<file path="src/rtl/imem_loader_if.sv">
// Boot-loader / fetch bus between the byte-stream source, the cpu and imem_loader.
// master: loader source and cpu side; slave: the loader itself.
interface imem_loader_if #(
  parameter int ADDR_W = 8
);
  logic              load_start;
  logic [7:0]        load_len;
  logic              load_valid;
  logic [7:0]        load_data;
  logic              load_ready;
  logic [ADDR_W-1:0] imem_addr;
  logic [7:0]        imem_data;
  logic              cpu_hold;
  logic              load_done;
  logic              load_err;

  modport master (
    output load_start, load_len, load_valid, load_data, imem_addr,
    input  load_ready, imem_data, cpu_hold, load_done, load_err
  );

  modport slave (
    input  load_start, load_len, load_valid, load_data, imem_addr,
    output load_ready, imem_data, cpu_hold, load_done, load_err
  );
endinterface

</file>
<file path="src/rtl/imem_loader.sv">
// Instruction memory with a byte-stream boot loader in front of the cpu.
// A program arrives over load_valid/load_ready, is written from address 0,
// and only then is the cpu released (cpu_hold low) and shown real memory.
// Optional feature macro: IMEM_LOADER_CHECKSUM_EN adds a trailing checksum
// byte; a bad sum parks the loader in ERR with the cpu held.
//
// state | meaning
// IDLE  | after reset, cpu held, waiting for load_start
// LOAD  | accepting program bytes, cpu held
// CHECK | (checksum build) accepting the checksum byte
// ERR   | (checksum build) checksum mismatch, cpu held, load_err high
// RUN   | cpu released, memory visible on imem_data
module imem_loader #(
  parameter int         ADDR_W   = 8,
  parameter logic [7:0] NOP_BYTE = 8'hC0
) (
  input logic           clk,
  input logic           areset,
  imem_loader_if.slave  bus
);

`ifdef IMEM_LOADER_CHECKSUM_EN
  typedef enum logic [2:0] {IDLE, LOAD, CHECK, ERR, RUN} state_t;
`else
  typedef enum logic [1:0] {IDLE, LOAD, RUN} state_t;
`endif

  state_t            state, state_nxt;
  logic [ADDR_W-1:0] wptr;
  logic [7:0]        count;
  logic              ready_q, hold_q, done_q;
  logic              accept, we, start_ok;
  logic [7:0]        mem [2**ADDR_W];

  assign accept   = bus.load_valid && ready_q;
  assign we       = (state == LOAD) && accept;
  // a start is honoured only from a state that leaves for LOAD because of it
  assign start_ok = (state_nxt == LOAD) && (state != LOAD);

`ifdef IMEM_LOADER_CHECKSUM_EN
  logic [7:0] sum, chk_total;
  logic       err_q;
  assign chk_total = sum + bus.load_data;
`endif

  // next-state decode
  always_comb begin
    state_nxt = state;
    case (state)
      IDLE: if (bus.load_start) state_nxt = LOAD;
      LOAD: begin
        if (accept && count == 8'd0) begin
`ifdef IMEM_LOADER_CHECKSUM_EN
          state_nxt = CHECK;
`else
          state_nxt = RUN;
`endif
        end
      end
`ifdef IMEM_LOADER_CHECKSUM_EN
      CHECK: if (accept) state_nxt = (chk_total == 8'd0) ? RUN : ERR;
      ERR:   if (bus.load_start) state_nxt = LOAD;
`endif
      RUN:  if (bus.load_start) state_nxt = LOAD;
      default: state_nxt = IDLE;
    endcase
  end

  // state register and registered handshake/status outputs, aligned with state
  always_ff @(posedge clk or posedge areset) begin
    if (areset) begin
      state   <= IDLE;
      ready_q <= 1'b0;
      hold_q  <= 1'b1;
      done_q  <= 1'b0;
    end else begin
      state   <= state_nxt;
`ifdef IMEM_LOADER_CHECKSUM_EN
      ready_q <= (state_nxt == LOAD) || (state_nxt == CHECK);
`else
      ready_q <= (state_nxt == LOAD);
`endif
      hold_q  <= (state_nxt != RUN);
      done_q  <= (state_nxt == RUN) && (state != RUN);
    end
  end

  // write pointer and remaining-byte counter
  always_ff @(posedge clk or posedge areset) begin
    if (areset) begin
      wptr  <= '0;
      count <= 8'd0;
    end else if (start_ok) begin
      wptr  <= '0;
      count <= bus.load_len;
    end else if (we) begin
      wptr  <= wptr + ADDR_W'(1);
      count <= count - 8'd1;
    end
  end

`ifdef IMEM_LOADER_CHECKSUM_EN
  // running checksum of program bytes and the error flag
  always_ff @(posedge clk or posedge areset) begin
    if (areset) begin
      sum   <= 8'd0;
      err_q <= 1'b0;
    end else begin
      if (start_ok)  sum <= 8'd0;
      else if (we)   sum <= sum + bus.load_data;
      err_q <= (state_nxt == ERR);
    end
  end
  assign bus.load_err = err_q;
`else
  assign bus.load_err = 1'b0;
`endif

  // program array write; contents survive reset on purpose
  always_ff @(posedge clk) begin
    if (we) mem[wptr] <= bus.load_data;
  end

  assign bus.load_ready = ready_q;
  assign bus.cpu_hold   = hold_q;
  assign bus.load_done  = done_q;
  assign bus.imem_data  = (state == RUN) ? mem[bus.imem_addr] : NOP_BYTE;

endmodule

</file>
<file path="src/flat_wrapper.sv">
// flat-port wrapper written by rule: the top's interface ports become plain ports
module imem_loader_flat 
#(
  parameter int         ADDR_W   = 8,
  parameter logic [7:0] NOP_BYTE = 8'hC0
)
  (clk, areset, bus_load_start, bus_load_len, bus_load_valid, bus_load_data, bus_imem_addr, bus_load_ready, bus_imem_data, bus_cpu_hold, bus_load_done, bus_load_err);
  imem_loader_if #(.ADDR_W(ADDR_W)) bus_i ();
  input logic clk;
  input logic areset;
  input wire logic [$bits(bus_i.load_start)-1:0] bus_load_start;
  input wire logic [$bits(bus_i.load_len)-1:0] bus_load_len;
  input wire logic [$bits(bus_i.load_valid)-1:0] bus_load_valid;
  input wire logic [$bits(bus_i.load_data)-1:0] bus_load_data;
  input wire logic [$bits(bus_i.imem_addr)-1:0] bus_imem_addr;
  output wire logic [$bits(bus_i.load_ready)-1:0] bus_load_ready;
  output wire logic [$bits(bus_i.imem_data)-1:0] bus_imem_data;
  output wire logic [$bits(bus_i.cpu_hold)-1:0] bus_cpu_hold;
  output wire logic [$bits(bus_i.load_done)-1:0] bus_load_done;
  output wire logic [$bits(bus_i.load_err)-1:0] bus_load_err;
  assign bus_i.load_start = bus_load_start;
  assign bus_i.load_len = bus_load_len;
  assign bus_i.load_valid = bus_load_valid;
  assign bus_i.load_data = bus_load_data;
  assign bus_i.imem_addr = bus_imem_addr;
  assign bus_load_ready = bus_i.load_ready;
  assign bus_imem_data = bus_i.imem_data;
  assign bus_cpu_hold = bus_i.cpu_hold;
  assign bus_load_done = bus_i.load_done;
  assign bus_load_err = bus_i.load_err;
  imem_loader #(.ADDR_W(ADDR_W), .NOP_BYTE(NOP_BYTE)) u_core (.clk(clk), .areset(areset), .bus(bus_i));
endmodule
</file>
<file path="config.mk">
export PLATFORM = sky130hd
export DESIGN_NAME = imem_loader_flat
export DESIGN_NICKNAME = d
export VERILOG_FILES = /design/src/rtl/imem_loader_if.sv /design/src/rtl/imem_loader.sv /design/src/flat_wrapper.sv
export SDC_FILE = /design/constraint.sdc
export NUM_CORES = 2
export LEC_CHECK = 0
export CORE_MARGIN = 2
export CORE_UTILIZATION = 45
export DETAILED_ROUTE_END_ITERATION = 8
export SYNTH_ARGS = -nofsm -noshare
export SYNTH_HDL_FRONTEND = slang
export SYNTH_SLANG_ARGS = --single-unit
export TNS_END_PERCENT = 50
</file>
<file path="constraint.sdc">
create_clock -name clk -period 5.9 [get_ports clk]
set_input_delay 1.77 -clock clk [delete_from_list [all_inputs] [get_ports clk]]
set_output_delay 1.77 -clock clk [all_outputs]
set_load 0.05 [all_outputs]
</file>
# After elaboration in Yosys (flattened, before gate mapping)
# Memories as Yosys holds them, arrays and structs flattened.
# Index checks and enable logic that the tools add are counted.
# classes
n_mux	10
n_eq_ne	7
addsub	2
n_reduce_logical	9
# ops
operator	n
8-bit two-way mux	5
8-bit by 1-bit adder with 8-bit output, second input constant	1
8-bit logical NOT	1
8-bit by 1-bit subtractor with 8-bit output, second input constant	1
1-bit logical AND	5
2-bit by 1-bit == test with 1-bit output, second input constant	2
2-bit == test, second input constant	2
2-bit two-way mux	2
2-bit != test, second input constant	2
2-bit one-hot mux with 2 select lines	1
2-bit logical NOT	1
1-bit two-way mux	2
2-bit by 1-bit != test with 1-bit output, second input constant	1
2-bit nonzero test	1
2-bit OR reduction	1
# word_totals
output_inout_bits	12
in_bits	28
reg_bits	21
elab_cells	35
n_memories	1
mem_bits_rw	2048
# memory_table
name	words	width	rd	rd_ports_with_merged_regs	write_ports	line_no	source
u_core.mem	256	8	1	0	1	imem_loader.sv:33	logic [7:0] mem [2**ADDR_W];

# Longest topological paths before layout
# depth
ltp_word	7
depth_mapped	13
mapped_depth_nobuf	7

# Worst setup path before layout
# OpenSTA, ideal clock, no wires.
# synth_path
kind	in2out
start	input bus_imem_addr[1]
end	output bus_imem_data[0]
arrival_ns	3.971
n_path_buf	4
slack_ns	0.159
path_stages	9
required_time_ns	4.130
cell_sequence	buf_4 -> buf_4 -> clkbuf_1 -> buf_2 -> mux4_2 -> mux4_2 -> a21oi_1 -> nand2_1 -> a31o_1
# synth_via
elab_chain_len	2
# synth_rtl
item	line_no	source
start, declared	flat_wrapper.sv:15	input wire logic [$bits(bus_i.imem_addr)-1:0] bus_imem_addr;
memory read 256 x 8 bit	-	
8-bit two-way mux	imem_loader.sv:127	assign bus.imem_data = (state == RUN) ? mem[bus.imem_addr] : NOP_BYTE;
end, declared	flat_wrapper.sv:17	output wire logic [$bits(bus_i.imem_data)-1:0] bus_imem_data;
# Every way passes these cells.

# Final worst setup path
# layout_path
start	input bus_imem_addr[0]
end	output bus_imem_data[6]
# Same word-level chain as after synthesis.

==> reports/qor.log <==
INFO  finish         final_design_area_no_fill=0.0941mm2
INFO  synth          unique_cell_type_count_in_the_yosys_netlist=58
INFO  sta            timing.final.max_slew_violations=0
INFO  route          ant_nets=0
INFO  job            max_cap_viol_count=0
INFO  worst_setup_path worstSetupPathType=input port to primary output
INFO  sta            finalWorstPathRequiredPeriod=6.48ns
INFO  global_route   first_global_vias=40637
INFO  route          drc=0
INFO  clocking       ctsRootBufferMaster=sky130_fd_sc_hd__clkbuf_16
INFO  sta            hold_violations=0
INFO  pwr            highest_ir_drop_seen_on_vdd=0.260mV
INFO  synth          post_synth_inst_count=3942
INFO  placement      placer_s_final_routability_congestion_estimate=0.868
INFO  run_status     outcome=finished, violations left
INFO  clocking       clk-insertion-delay-late=0.84ns
INFO  die            die-area=0.183mm2
INFO  min_path       timing.hold.worst.class=register to register
INFO  pwr            combinationalPowerShare=6.7%
INFO  placement      hpwl=128000um
INFO  finish         layout-drive-gt1-share=27.5%
INFO  worst_setup_path critPathSlowestCell=sky130_fd_sc_hd__mux4_2
INFO  sta            timing_worst_slew_pin_value=1.14ns
INFO  route          routedWlPerCell=29.9um
INFO  global_route   globalRouteTotalUtil=22.2%
INFO  route          route.vias.total=41030
INFO  worst_setup_path crit_path_cell_trace=buf_16 > buf_16 > buf_16 > buf_16 > mux4_2 > mux4_2 > a21oi_4 > nand4_1 > and4b_2 > buf_8
INFO  pwr            switching_share=21.8%
INFO  synth          synth-async-reset-ratio=1.01%
INFO  route          detail_route.wirelength=206000um
INFO  global_route   number_of_antenna_violations_at_the_first_check_in_global_routing=2
INFO  sta            whs=0.547ns
INFO  global_route   grt_max_degree=156
INFO  worst_setup_path critPathRequiredTime=4.13ns
INFO  worst_setup_path start_kind=input port
INFO  synth          syn-mean-instance-area=20.5um2
INFO  pwr            clkPwrFrac=41.2%
INFO  route          detail_route.iter0.violations=4414
INFO  pwr            seq_power_share=52.1%
INFO  placement      post_dp_cell_area=0.0865mm2
INFO  sta            relSlewSlack=24.3%
INFO  die            fp.dieW=428um
INFO  synth          netlist_area=0.0809mm2
INFO  worst_setup_path worst_path_maximum_fanout=8
INFO  sta            fmax=154MHz
INFO  synth          synth_ff_type=sky130_fd_sc_hd__edfxtp_1
INFO  clocking       post_cts_hold_buffer_count=0
INFO  clocking       h-tree-depth=4
INFO  die            floorplan.initialDensity=45.3%
INFO  worst_setup_path cp.arrival=4.71ns
INFO  global_route   grt_first_pass_wirelength=294000um
INFO  die            top_level_ports=40
INFO  clocking       clock_path_buffers=3
INFO  die            die_height=428um
INFO  die            placementRows=155
INFO  pwr            cellPowerDensity=333mW/mm2
INFO  pwr            post-layout-total-power=31.3mW
INFO  sta            setup-violations-final=8
INFO  clocking       cts.reportedPaths.clkPinSlew=0.06ns
INFO  clocking       total_clock_sinks=2069
INFO  synth          ys_seq_area_share=76.6%
INFO  route          avgViaCountPerCell=5.96
INFO  pwr            switchingPower=6.83mW
INFO  route          firstDrtPassIters=6
INFO  worst_setup_path critical-path-top-cell-by-count=sky130_fd_sc_hd__buf_16
INFO  placement      placement.io_buffers=38
INFO  finish         fin_nets=4393
INFO  finish         n_antenna_cell=0
INFO  clocking       cts-buffers-inserted=203
INFO  sta            fin_crit_sh=110%
INFO  worst_setup_path critical_path.max_stage_delay=0.53ns
INFO  synth          synthesis.nets=3976
INFO  synth          synth_enable_flop_cells=2048
INFO  run_status     violations=negative setup slack
INFO  pwr            power.static_leakage=30.2nW
INFO  synth          ys_seq_elements=2069
INFO  sta            clock-skew-final=0.0220ns
INFO  worst_setup_path critical_path.endpoint_type=primary output
INFO  clocking       cts_tree=built
INFO  synth          yosys_warnings=0
INFO  sta            rsz_0062_raised_after_global_routing=true
INFO  finish         n_fill_cell=13855
INFO  die            coreArea=0.179mm2
INFO  global_route   global_route.overflow_total=0
INFO  finish         area_growth=16.3%
INFO  sta            setup_ws=-0.581ns
INFO  pwr            p_int=24.5mW
## power by group through the flow
stage / combinational, mW / clock, mW / sequential [mW]
CTS: 2.07 / 13.1 / 16.3
floorplan: 1.04 / 0 / 16.6
detailed placement: 2.02 / 0 / 16.6
finish: 2.11 / 12.9 / 16.3
global placement: 2.00 / 0 / 16.6
global route: 2.22 / 13.6 / 16.3
## per-layer routing
layer	track usage (%)	part of all wire [%]
met1	31.8	42
met2	35.2	48
met3	4.03	7.6
met4	6.34	2.7
met5	0	0
## final cells by class
| type | count | area (um2) | share of cell area [%] |
|---|---|---|---|
| Inverter | 10 | 42.5 | 0.0452 |
| Multi-Input combinational cell | 1614 | 17800 | 18.9 |
| Sequential cell | 2069 | 62000 | 65.9 |
| Clock buffer | 253 | 5400 | 5.74 |
| Clock inverter | 126 | 1220 | 1.30 |
| Tap cell | 2355 | 2950 | 3.13 |
| Timing Repair Buffer | 461 | 4700 | 5.00 |
## flip-flops by register name (all words and copies together), names as in the netlist
| register | cells |
|---|---|
| u_core.bus.load_ready | 1 |
| u_core.bus.load_done | 1 |
| u_core.wptr | 8 |
| u_core.state | 2 |
| u_core.bus.cpu_hold | 1 |
| u_core.mem | 2048 |
| u_core.count | 8 |
## stage by stage
stage | util, % | cells | setup TNS (ns) | setup slack (ns)
floorplan | - | 3942 | 0 | 0.159
global placement | 48.5 | 6474 | -7.00 | -1.36
detailed placement | 48.5 | 6474 | -6.88 | -1.30
CTS | 52.5 | 6872 | -3.91 | -0.573
global route | 52.7 | 6888 | -3.68 | -0.529
finish | 52.7 | 6888 | -3.57 | -0.581
## Yosys cell counts, types with 2 or more instances
cell type,n,share of area [%]
sky130_fd_sc_hd__buf_4,34,0.32
sky130_fd_sc_hd__buf_6,37,0.51
sky130_fd_sc_hd__dfrtp_1,20,0.62
sky130_fd_sc_hd__o211ai_1,8,0.074
sky130_fd_sc_hd__nand3b_1,5,0.046
sky130_fd_sc_hd__inv_1,10,0.046
sky130_fd_sc_hd__o22ai_1,84,0.65
sky130_fd_sc_hd__a21oi_1,60,0.37
sky130_fd_sc_hd__edfxtp_1,2048,76
sky130_fd_sc_hd__nand2b_1,5,0.039
sky130_fd_sc_hd__buf_8,3,0.056
sky130_fd_sc_hd__a22o_1,3,0.032
sky130_fd_sc_hd__o21ai_0,27,0.17
sky130_fd_sc_hd__xor2_1,6,0.065
sky130_fd_sc_hd__o311ai_0,3,0.032
sky130_fd_sc_hd__clkbuf_1,127,0.59
sky130_fd_sc_hd__a31o_1,5,0.054
sky130_fd_sc_hd__a31o_2,2,0.022
sky130_fd_sc_hd__nor2b_1,10,0.077
sky130_fd_sc_hd__a22oi_1,7,0.065
sky130_fd_sc_hd__or3b_2,3,0.032
sky130_fd_sc_hd__and2_1,5,0.039
sky130_fd_sc_hd__mux2_2,4,0.056
sky130_fd_sc_hd__a211oi_1,41,0.38
sky130_fd_sc_hd__nor4_1,6,0.046
sky130_fd_sc_hd__a2111oi_0,4,0.043
sky130_fd_sc_hd__buf_1,14,0.065
sky130_fd_sc_hd__a21boi_0,4,0.037
sky130_fd_sc_hd__ha_1,6,0.093
sky130_fd_sc_hd__o32ai_1,11,0.12
sky130_fd_sc_hd__mux2i_1,263,3.3
sky130_fd_sc_hd__nor2_1,290,1.3
sky130_fd_sc_hd__nor3_1,8,0.049
sky130_fd_sc_hd__xnor2_1,2,0.022
sky130_fd_sc_hd__buf_2,32,0.20
sky130_fd_sc_hd__or2_2,10,0.077
sky130_fd_sc_hd__nand2_1,122,0.57
sky130_fd_sc_hd__a221o_1,5,0.062
sky130_fd_sc_hd__nand4_1,5,0.039
sky130_fd_sc_hd__mux4_2,427,12
sky130_fd_sc_hd__o221ai_1,124,1.3
sky130_fd_sc_hd__and3_1,4,0.031
sky130_fd_sc_hd__or3_1,4,0.031
sky130_fd_sc_hd__a32oi_1,5,0.054
sky130_fd_sc_hd__nand3_1,26,0.16
## cell usage in the layout (no fill, tap or decap), drive strengths merged, types with 10 or more instances in the layout
cell              n
a211oi           41
a21oi            60
buf             436
bufinv           22
clkbuf          259
clkdlybuf4s50    16
clkinv           87
clkinvlp         10
dfrtp            20
edfxtp         2048
inv              17
mux2i           263
mux4            427
nand2           122
nand3            26
nor2            290
nor2b            10
o21ai            27
o221ai          124
o22ai            84
o32ai            11
or2              10
## what timing repair did
action	in CTS	in global routing
pin swaps	10	15
resized for setup	65	58
cloned	5	3
setup buffers	16	17
endpoints found under the setup margin	8	8
## worst max-delay path: cells and delay by family
family | cells | cell delay, ns
simple gates | 2 | 0.80
mux | 2 | 1.05
compound gates | 1 | 0.21
buf+inv | 5 | 0.82
## path summary, 6_finish.rpt
check,startpoint,end,slack [ns],cells after the start
worst min-delay path,u_core.state[1],u_core.bus.cpu_hold,0.55,2
worst max register to register,u_core.wptr[1],u_core.mem[193][6],2.64,5
worst min register to register,u_core.state[1],u_core.bus.cpu_hold,0.55,2
worst max-delay path,bus_imem_addr[0],bus_imem_data[6],-0.58,10
min in group asynchronous,areset,u_core.state[1],1.49,2
max in group asynchronous,areset,u_core.wptr[4],3.74,2
## logic make-up (layout without fill, tap and decap cells)
kind of cell | count (synthesis) | count (layout) | share of synthesized area, %
xor gates and xnor gates | 8 | 8 | 0.0866
buffers and inverters | 259 | 850 | 1.81
DFF | 2069 | 2069 | 76.6
muxes | 694 | 694 | 15.2
AOI/OAI and AO/OA | 397 | 397 | 3.55
other | 1 | 1 | 0.00463
and+or+nand+nor | 508 | 508 | 2.63
adders and majority gates | 6 | 6 | 0.0927
Power figures use the tool's default switching activity.
